## src/rtl/lfsr_mask_scheduler_pkg.sv

```systemverilog
// Shared constants, FSM encoding and the LFSR next-state function for the mask scheduler.
// Both the scheduler and its LFSR register unit import this package.
package lfsr_mask_scheduler_pkg;

   localparam int LFSR_W = 20;

   localparam int TAP_A = 15;
   localparam int TAP_B = 11;
   localparam int TAP_C = 7;
   localparam int TAP_D = 0;

   localparam logic [LFSR_W-1:0] DEFAULT_SEED = 20'h99999;

   typedef enum logic {
      IDLE = 1'b0,
      HOLD = 1'b1
   } state_t;

   // Right-shifting Fibonacci step: new bit enters at the MSB.
   function automatic logic [LFSR_W-1:0] lfsr_advance(input logic [LFSR_W-1:0] s);
      return {s[TAP_A] ^ s[TAP_B] ^ s[TAP_C] ^ s[TAP_D], s[LFSR_W-1:1]};
   endfunction

endpackage

```

## src/rtl/lfsr_mask_scheduler_step_unit.sv

```systemverilog
// LFSR state register with external step/load control and an all-zero lockup guard.
// A load has priority over a step in the same cycle.
module lfsr_step_unit
   import lfsr_mask_scheduler_pkg::*;
#(
   parameter logic [LFSR_W-1:0] SEED = DEFAULT_SEED
) (
   input  logic              clk,
   input  logic              rst,
   input  logic              step,
   input  logic              load,
   input  logic [LFSR_W-1:0] load_val,
   output logic [LFSR_W-1:0] value
);

   always_ff @(posedge clk) begin
      if (rst) begin
         value <= SEED;
      end else if (load) begin
         // An all-zero state would never leave zero, so substitute the seed.
         value <= (load_val == '0) ? SEED : load_val;
      end else if (step) begin
         value <= lfsr_advance(value);
      end
   end

endmodule

```

## src/rtl/lfsr_mask_scheduler.sv

```systemverilog
// Round-robin scheduler sharing one LFSR among NUM_REQ key requesters; one granted
// key is XORed with the low LFSR byte, each bit widened to a byte, and held until accepted.
module lfsr_mask_scheduler
   import lfsr_mask_scheduler_pkg::*;
#(
   parameter int              NUM_REQ = 4,
   parameter int              ID_W    = 2,
   parameter logic [LFSR_W-1:0] SEED  = DEFAULT_SEED
) (
   input  logic                 clk,
   input  logic                 rst,
   input  logic [NUM_REQ-1:0]   req_valid,
   input  logic [8*NUM_REQ-1:0] req_key,
   output logic [NUM_REQ-1:0]   req_ready,
   output logic                 out_valid,
   input  logic                 out_ready,
   output logic [63:0]          out_load,
   output logic [ID_W-1:0]      out_id,
   input  logic                 seed_load,
   input  logic [LFSR_W-1:0]    seed_val,
   output logic [15:0]          issue_cnt
);

   state_t            state;
   logic [ID_W-1:0]   rr_ptr;
   logic [ID_W-1:0]   winner;
   logic              found;
   logic              grant;
   logic              handshake;
   logic [7:0]        key_w;
   logic [63:0]       load_next;
   logic [LFSR_W-1:0] lfsr_val;

   lfsr_step_unit #(.SEED(SEED)) u_lfsr (
      .clk      (clk),
      .rst      (rst),
      .step     (handshake),
      .load     (seed_load),
      .load_val (seed_val),
      .value    (lfsr_val)
   );

   // First requesting index at or after rr_ptr, wrapping around.
   always_comb begin
      found  = 1'b0;
      winner = '0;
      for (int k = 0; k < NUM_REQ; k++) begin
         if (!found && req_valid[(int'(rr_ptr) + k) % NUM_REQ]) begin
            found  = 1'b1;
            winner = ID_W'((int'(rr_ptr) + k) % NUM_REQ);
         end
      end
   end

   assign grant     = (state == IDLE) && !seed_load && found;
   assign handshake = (state == HOLD) && out_valid && out_ready;
   assign req_ready = (grant && !rst) ? (NUM_REQ'(1) << winner) : '0;
   assign key_w     = req_key[{winner, 3'b000} +: 8];

   always_comb begin
      load_next = '0;
      for (int i = 0; i < 8; i++) begin
         load_next[8*i +: 8] = {8{key_w[i] ^ lfsr_val[i]}};
      end
   end

   always_ff @(posedge clk) begin
      if (rst) begin
         state     <= IDLE;
         rr_ptr    <= '0;
         out_valid <= 1'b0;
         out_load  <= '0;
         out_id    <= '0;
         issue_cnt <= '0;
      end else begin
         case (state)
            IDLE: begin
               if (grant) begin
                  out_load  <= load_next;
                  out_id    <= winner;
                  out_valid <= 1'b1;
                  state     <= HOLD;
               end
            end
            HOLD: begin
               if (out_ready) begin
                  out_valid <= 1'b0;
                  issue_cnt <= issue_cnt + 16'd1;
                  rr_ptr    <= (out_id == ID_W'(NUM_REQ - 1)) ? '0 : out_id + ID_W'(1);
                  state     <= IDLE;
               end
            end
            default: state <= IDLE;
         endcase
      end
   end

endmodule
```

## config.mk

```make
export PLATFORM = sky130hd
export DESIGN_NAME = lfsr_mask_scheduler
export DESIGN_NICKNAME = d
export VERILOG_FILES = /design/src/rtl/lfsr_mask_scheduler_pkg.sv /design/src/rtl/lfsr_mask_scheduler_step_unit.sv /design/src/rtl/lfsr_mask_scheduler.sv
export SDC_FILE = /design/constraint.sdc
export NUM_CORES = 1
export LEC_CHECK = 0
export CORE_MARGIN = 10
export CORE_UTILIZATION = 44
export CTS_BUF_LIST = sky130_fd_sc_hd__clkbuf_4
export CTS_CLUSTER_DIAMETER = 150
export DETAILED_ROUTE_END_ITERATION = 8
export PLACE_DENSITY = 0.86
export SLEW_MARGIN = 20
export SYNTH_ARGS = -nofsm -noshare
export SYNTH_HDL_FRONTEND = slang
export SYNTH_HIERARCHICAL = 1
export SYNTH_SLANG_ARGS = --single-unit
```

## constraint.sdc

```tcl
create_clock -name clk -period 2.5 [get_ports clk]
set_input_delay 0.25 -clock clk [delete_from_list [all_inputs] [get_ports clk]]
set_output_delay 0.25 -clock clk [all_outputs]
set_load 0.01 [all_outputs]
```

# Word level (Yosys, flattened, before mapping)
# Cells that the tools add are included.
# word_totals
register_bits	99
in_bits	60
output_inout_bits	87
elab_cells	87
# classes
n_addsub	5
magnitude_cmp	4
eq_ne	3
n_shift	2
muxes	30
n_bitwise	15
reduce_logical	21
# op_table
cell	n
20-bit two-way mux	3
32-bit by 6-bit variable part select with 8-bit output	1
20-bit logical NOT	1
16-bit by 1-bit adder with 16-bit output, second input constant	1
1-bit two-way mux	15
3-bit by 4-bit < comparator with 1-bit output, second input constant	3
1-bit bitwise XOR	11
2-bit two-way mux	5
1-bit binary-select mux with 2-bit select	4
1-bit logical AND	8
2-bit AND reduction	3
2-bit OR reduction	3
1-bit logical NOT	5
2-bit by 1-bit adder with 2-bit output, second input constant	2
2-bit adder, second input constant	2
4-bit two-way mux	1
2-bit != test, second input constant	2
1-bit one-hot mux with 2 select lines	2
1-bit by 2-bit left shift with 4-bit output, first input constant	1
1-bit bitwise AND, first input constant	3
2-bit by 3-bit < comparator with 1-bit output, second input constant	1
2-bit == test, second input constant	1
2-bit nonzero test	1
1-bit NOT	1

# Depth between registers and ports, before layout
# logic_depth
depth_word	17
depth_mapped	7
depth_no_buf	5

# Modules after synthesis
# Netlist, hierarchy kept.
# by_module_without_submodules
module	n_inst	cells_per_inst	area_per_inst_um2	seq_area_each_um2
lfsr_mask_scheduler	1	268	2402.3	600.6
lfsr_step_unit	1	112	1047.3	400.4

# Worst setup path before layout
# No wires, ideal clock.
# synth_path
kind	register to output
from	reg rr_ptr[1]
to	out req_ready[0]
arrival_ns	1.614
required_time_ns	2.250
setup_slack_ns	0.636
path_stages_with_launch	7
n_path_buf	2
path_cell_list	dfxtp_1 -> or3b_1 -> o221ai_4 -> buf_6 -> buf_6 -> inv_1 -> nor3_1
# synth_via
elab_chain_cells	15
elab_cells_between_ends	32
classes_between	add/sub: 3; shift: 1; mux: 20; reduce/logical: 8
# synth_lines
item	line_no	source
from (decl)	lfsr_mask_scheduler.sv:25	logic [ID_W-1:0] rr_ptr;
from (signal assigned)	lfsr_mask_scheduler.sv:89	rr_ptr <= (out_id == ID_W'(NUM_REQ - 1)) ? '0 : out_id + ID_W'(1);
2-bit by 1-bit adder with 2-bit output / 1-bit binary-select mux with 2-bit select (equally long branches)	lfsr_mask_scheduler.sv:48, lfsr_mask_scheduler.sv:50	
1-bit binary-select mux with 2-bit select / 1-bit two-way mux (equally long branches)	lfsr_mask_scheduler.sv:48	if (!found && req_valid[(int'(rr_ptr) + k) % NUM_REQ]) begin
1-bit two-way mux (implied by the code)	lfsr_mask_scheduler.sv:48	
1-bit two-way mux (implied by the code) / 1-bit logical NOT (equally long branches)	lfsr_mask_scheduler.sv:48	
1-bit logical AND	lfsr_mask_scheduler.sv:48	
1-bit two-way mux	lfsr_mask_scheduler.sv:48	
1-bit logical NOT	lfsr_mask_scheduler.sv:48	
1-bit logical AND	lfsr_mask_scheduler.sv:48	
1-bit two-way mux	lfsr_mask_scheduler.sv:48	
1-bit logical NOT	lfsr_mask_scheduler.sv:48	
1-bit logical AND	lfsr_mask_scheduler.sv:48	
1-bit two-way mux	lfsr_mask_scheduler.sv:48	
1-bit logical AND	lfsr_mask_scheduler.sv:55	assign grant = (state == IDLE) && !seed_load && found;
1-bit logical AND	lfsr_mask_scheduler.sv:57	assign req_ready = (grant && !rst) ? (NUM_REQ'(1) << winner) : '0;
4-bit two-way mux *	lfsr_mask_scheduler.sv:57	
to (decl)	lfsr_mask_scheduler.sv:14	output logic [NUM_REQ-1:0] req_ready,
# Every way passes the cells marked *; elsewhere a longest branch is shown, timed or not. The select of a mux whose other input is x is not followed.

# Worst setup path after layout
# layout_path
from	in req_valid[0]
to	out req_ready[2]
# layout_via
elab_chain_cells	15
elab_cells_between_ends	29
classes_between	shift: 1; mux: 20; reduce/logical: 8
# layout_lines
item	line_no	source
from (decl)	lfsr_mask_scheduler.sv:12	input logic [NUM_REQ-1:0] req_valid,
1-bit binary-select mux with 2-bit select	lfsr_mask_scheduler.sv:48	
1-bit two-way mux (implied by the code)	lfsr_mask_scheduler.sv:48	
1-bit two-way mux	lfsr_mask_scheduler.sv:48	
1-bit logical NOT	lfsr_mask_scheduler.sv:48	
1-bit logical AND	lfsr_mask_scheduler.sv:48	
1-bit two-way mux	lfsr_mask_scheduler.sv:48	
1-bit logical NOT	lfsr_mask_scheduler.sv:48	
1-bit logical AND	lfsr_mask_scheduler.sv:48	
1-bit two-way mux	lfsr_mask_scheduler.sv:48	
1-bit logical NOT	lfsr_mask_scheduler.sv:48	
1-bit logical AND	lfsr_mask_scheduler.sv:48	
1-bit two-way mux	lfsr_mask_scheduler.sv:48	
1-bit logical AND	lfsr_mask_scheduler.sv:55	
1-bit logical AND	lfsr_mask_scheduler.sv:57	
4-bit two-way mux *	lfsr_mask_scheduler.sv:57	
# Marks and branches as above.

==> key figures <==
Synthesis
  – Synth Instances: 380
  – Syn Area/Cell: 9.078 um2
  – Syn nets: 442
  – Post-synthesis sequential area ratio: 29.02%
  – Synth Flop Type: dfxtp_1
  – Post-synth top cells: buf_4 (58), dfxtp_1 (50), nor2_1 (44)
  – Synthesized cell area: 0.003450 mm2
  – Yosys warns: 6
  – Yosys cell types: 47
  – Largest cells by area after synthesis: dfxtp_1 (29%), buf_4 (13%), mux2i_1 (8.1%)
  – Count leader, synth: buf_4
  – Synth Register Bits: 50
  – Area leader, netlist: dfxtp_1
  – Number of flops mapped to enable cells by yosys: 0
  – Ys async rst share: 0%
  – Share of the synthesized area in the top cell type: 29.02%

Drt
  – Vias: 3014
  – Drt wl/cell: 17.07 um
  – DR iter-0 viols: 145
  – 1st-pass router iterations: 4
  – DRT antenna net count: 0
  – # DRC: 0
  – Final wirelength: 9749 um
  – DR vias/cell: 5.278

GRT
  – Met2 usage: 28.28%
  – Grt met3 use: 3.450%
  – Largest net degree at the start of global routing: 35
  – Initial antenna violation count: 0
  – Total global routing overflow: 0
  – Met1 Track Usage GR: 18.10%
  – Most Crowded Layer GR: met2
  – First-pass GRT wire length: 15150 um
  – Total track usage: 15.76%
  – Vias in the first global route: 2960

Timing
  – Slew @ Worst Pin: 0.4631 ns
  – Relative slew slack: 69.06%
  – Fmax: 0.4619 GHz
  – Final setup viols: 0
  – Fin Setup TNS: 0 ns
  – Clock Skew: 0.01046 ns
  – Tmin final: 2.165 ns
  – Tcrit/Tclk final: 86.59%
  – Hold Violations, Final: 0
  – Final hold slack: 0.2660 ns
  – Unrepaired setup endpoints after global routing: no
  – Slew Viols, Final: 0

Clock network
  – Clock latency on the worst-skew pair: 0.37 ns
  – CTS Sinks: 50
  – Clk buf depth: 2
  – H-tree Lvls: 2
  – Num CTS Buffers: 5
  – Hold-fix buffers, CTS: 0
  – TritonCTS clock tree: yes
  – Root Buffer: clkbuf_4
  – Clock slew at reported path FFs: 0.14 ns

Worst setup path
  – Startpoint Class: input port
  – Slowest cell on crit path: clkdlybuf4s50_1
  – Crit path kind: input port to output port
  – Req. time, crit path: 2.25 ns
  – WP buf/inv: 3
  – Largest delay share family, worst path: buffers and inverters
  – CP Cell Sequence: clkdlybuf4s50_1 > nor4_1 > nor3_2 > nand3b_2 > buf_4 > nor3_1 > dlymetal6s2s_1
  – Worst Path Max Fanout: 5
  – Crit. End Element: output port
  – R2r setup slk: 0.55 ns
  – CP max stage delay: 0.57 ns
  – CP Data Arrival Time: 1.91 ns

Power and ir drop
  – Pwr/cell area: 430.0 mW/mm2
  – Peak supply drop: 252.7 uV
  – Pleak: 1.719 nW

Die
  – Starting Density: 44.87%
  – Rows: 32
  – Die Wd: 108.5 um
  – Core ar.: 0.007687 mm2
  – Die area: 0.01178 mm2
  – I/O pin count: 147
  – Die Ht: 108.5 um

Finish
  – Sequential cell area: 0.001005 mm2
  – Nets: 531
  – Fill cells: 686
  – Antenna Cells: 0
  – Synthesis-to-finish area growth: 35.18%
  – Share of layout cells above drive strength 1: 12.79%
  – Core Util, Final: 60.66%
  – Multi-input combinational cell area: 0.001846 mm2

Placement
  – Port Buffers: 146
  – DPL Wire Length: 7879 um
  – GP Congestion: 0.8104

Status
  – Status: complete, no violations

Run
  – Max-cap violation count: 0

Hold path
  – Hold Crit Class: input port to register
state kept, by name, indices dropped and copies added (netlist names):
name          flops
out_id            2
issue_cnt        16
out_valid         1
u_lfsr/value     20
state             1
out_load          8
rr_ptr            2
power by group:
group / leakage [nW] / internal [W] / switching, W
Combinational: 1.27 / 0.000384 / 0.000283
Sequential: 0.410 / 0.000836 / 0.0000553
Clock: 0.0387 / 0.000203 / 0.000245
timing repair:
action / CTS / global route
buffers inserted: 0 / 1
gates resized for setup: 1 / 6
endpoints found under the setup margin: 3 / 4
cells in the final DEF (no fill, tap or decap), types with 2 or more instances in the layout:
cell type / count
o21ai_0: 5
mux2_1: 10
nor3_1: 9
nor2_1: 44
mux2i_1: 27
xnor2_1: 9
buf_4: 10
xor2_1: 4
or3_1: 5
clkdlybuf4s50_1: 141
and3_1: 3
o221ai_2: 8
o21ai_1: 2
ha_1: 2
nor4_1: 6
mux2_2: 6
o41a_2: 10
inv_1: 12
nand2_1: 12
a211oi_2: 8
a21oi_1: 20
a211o_1: 9
o221ai_1: 8
dlymetal6s2s_1: 4
clkbuf_4: 5
nor2b_1: 9
nand4_1: 4
nand3_1: 4
dfxtp_1: 49
inv_2: 2
kinds of logic after synthesis:
| kind of cell | after synthesis | share of synthesized area (%) |
|---|---|---|
| buf+inv | 89 | 17.59 |
| flops | 50 | 29.02 |
| mux | 44 | 13.35 |
| simple gates | 108 | 15.78 |
| compound gates | 74 | 20.24 |
| fa+ha+maj | 2 | 0.7253 |
| xor+xnor | 13 | 3.301 |
layer usage:
layer / wire (um) / vias to the layer above
met4: 195 / 0
met1: 3895 / 1418
met5: 0 / -
met3: 689 / 14
li1: - / 1480
met2: 4969 / 102
layout make-up:
cell class	count	area share (%)
inverters	14	1.127
clock buffers	5	0.8049
multi-input cells	241	39.58
well taps	102	2.737
repair buffers	157	33.49
flip-flops and latches	50	21.55
clock inverters	2	0.7244
final timing paths:
check | from | end | depth (start not counted)
setup / recovery | req_valid[0] | req_ready[2] | 7
hold / removal | rst | u_lfsr/value[10] | 2
setup reg to reg | rr_ptr[1] | out_load[7] | 6
hold reg to reg | out_valid | out_valid | 2
stage by stage:
stage / worst slack, ns / cell area, um2 / power (W) / std cells
finish: 0.3352 / 4663 / 0.002005 / 571
global placement: 0.1017 / 4567 / 0.001562 / 563
floorplan: 0.6357 / 3450 / 0.001322 / 380
global route: 0.1436 / 4663 / 0.002103 / 571
detailed placement: 0.04230 / 4567 / 0.001583 / 563
CTS: 0.003029 / 4639 / 0.002029 / 570
No activity file was read; power rests on OpenSTA's default activity.
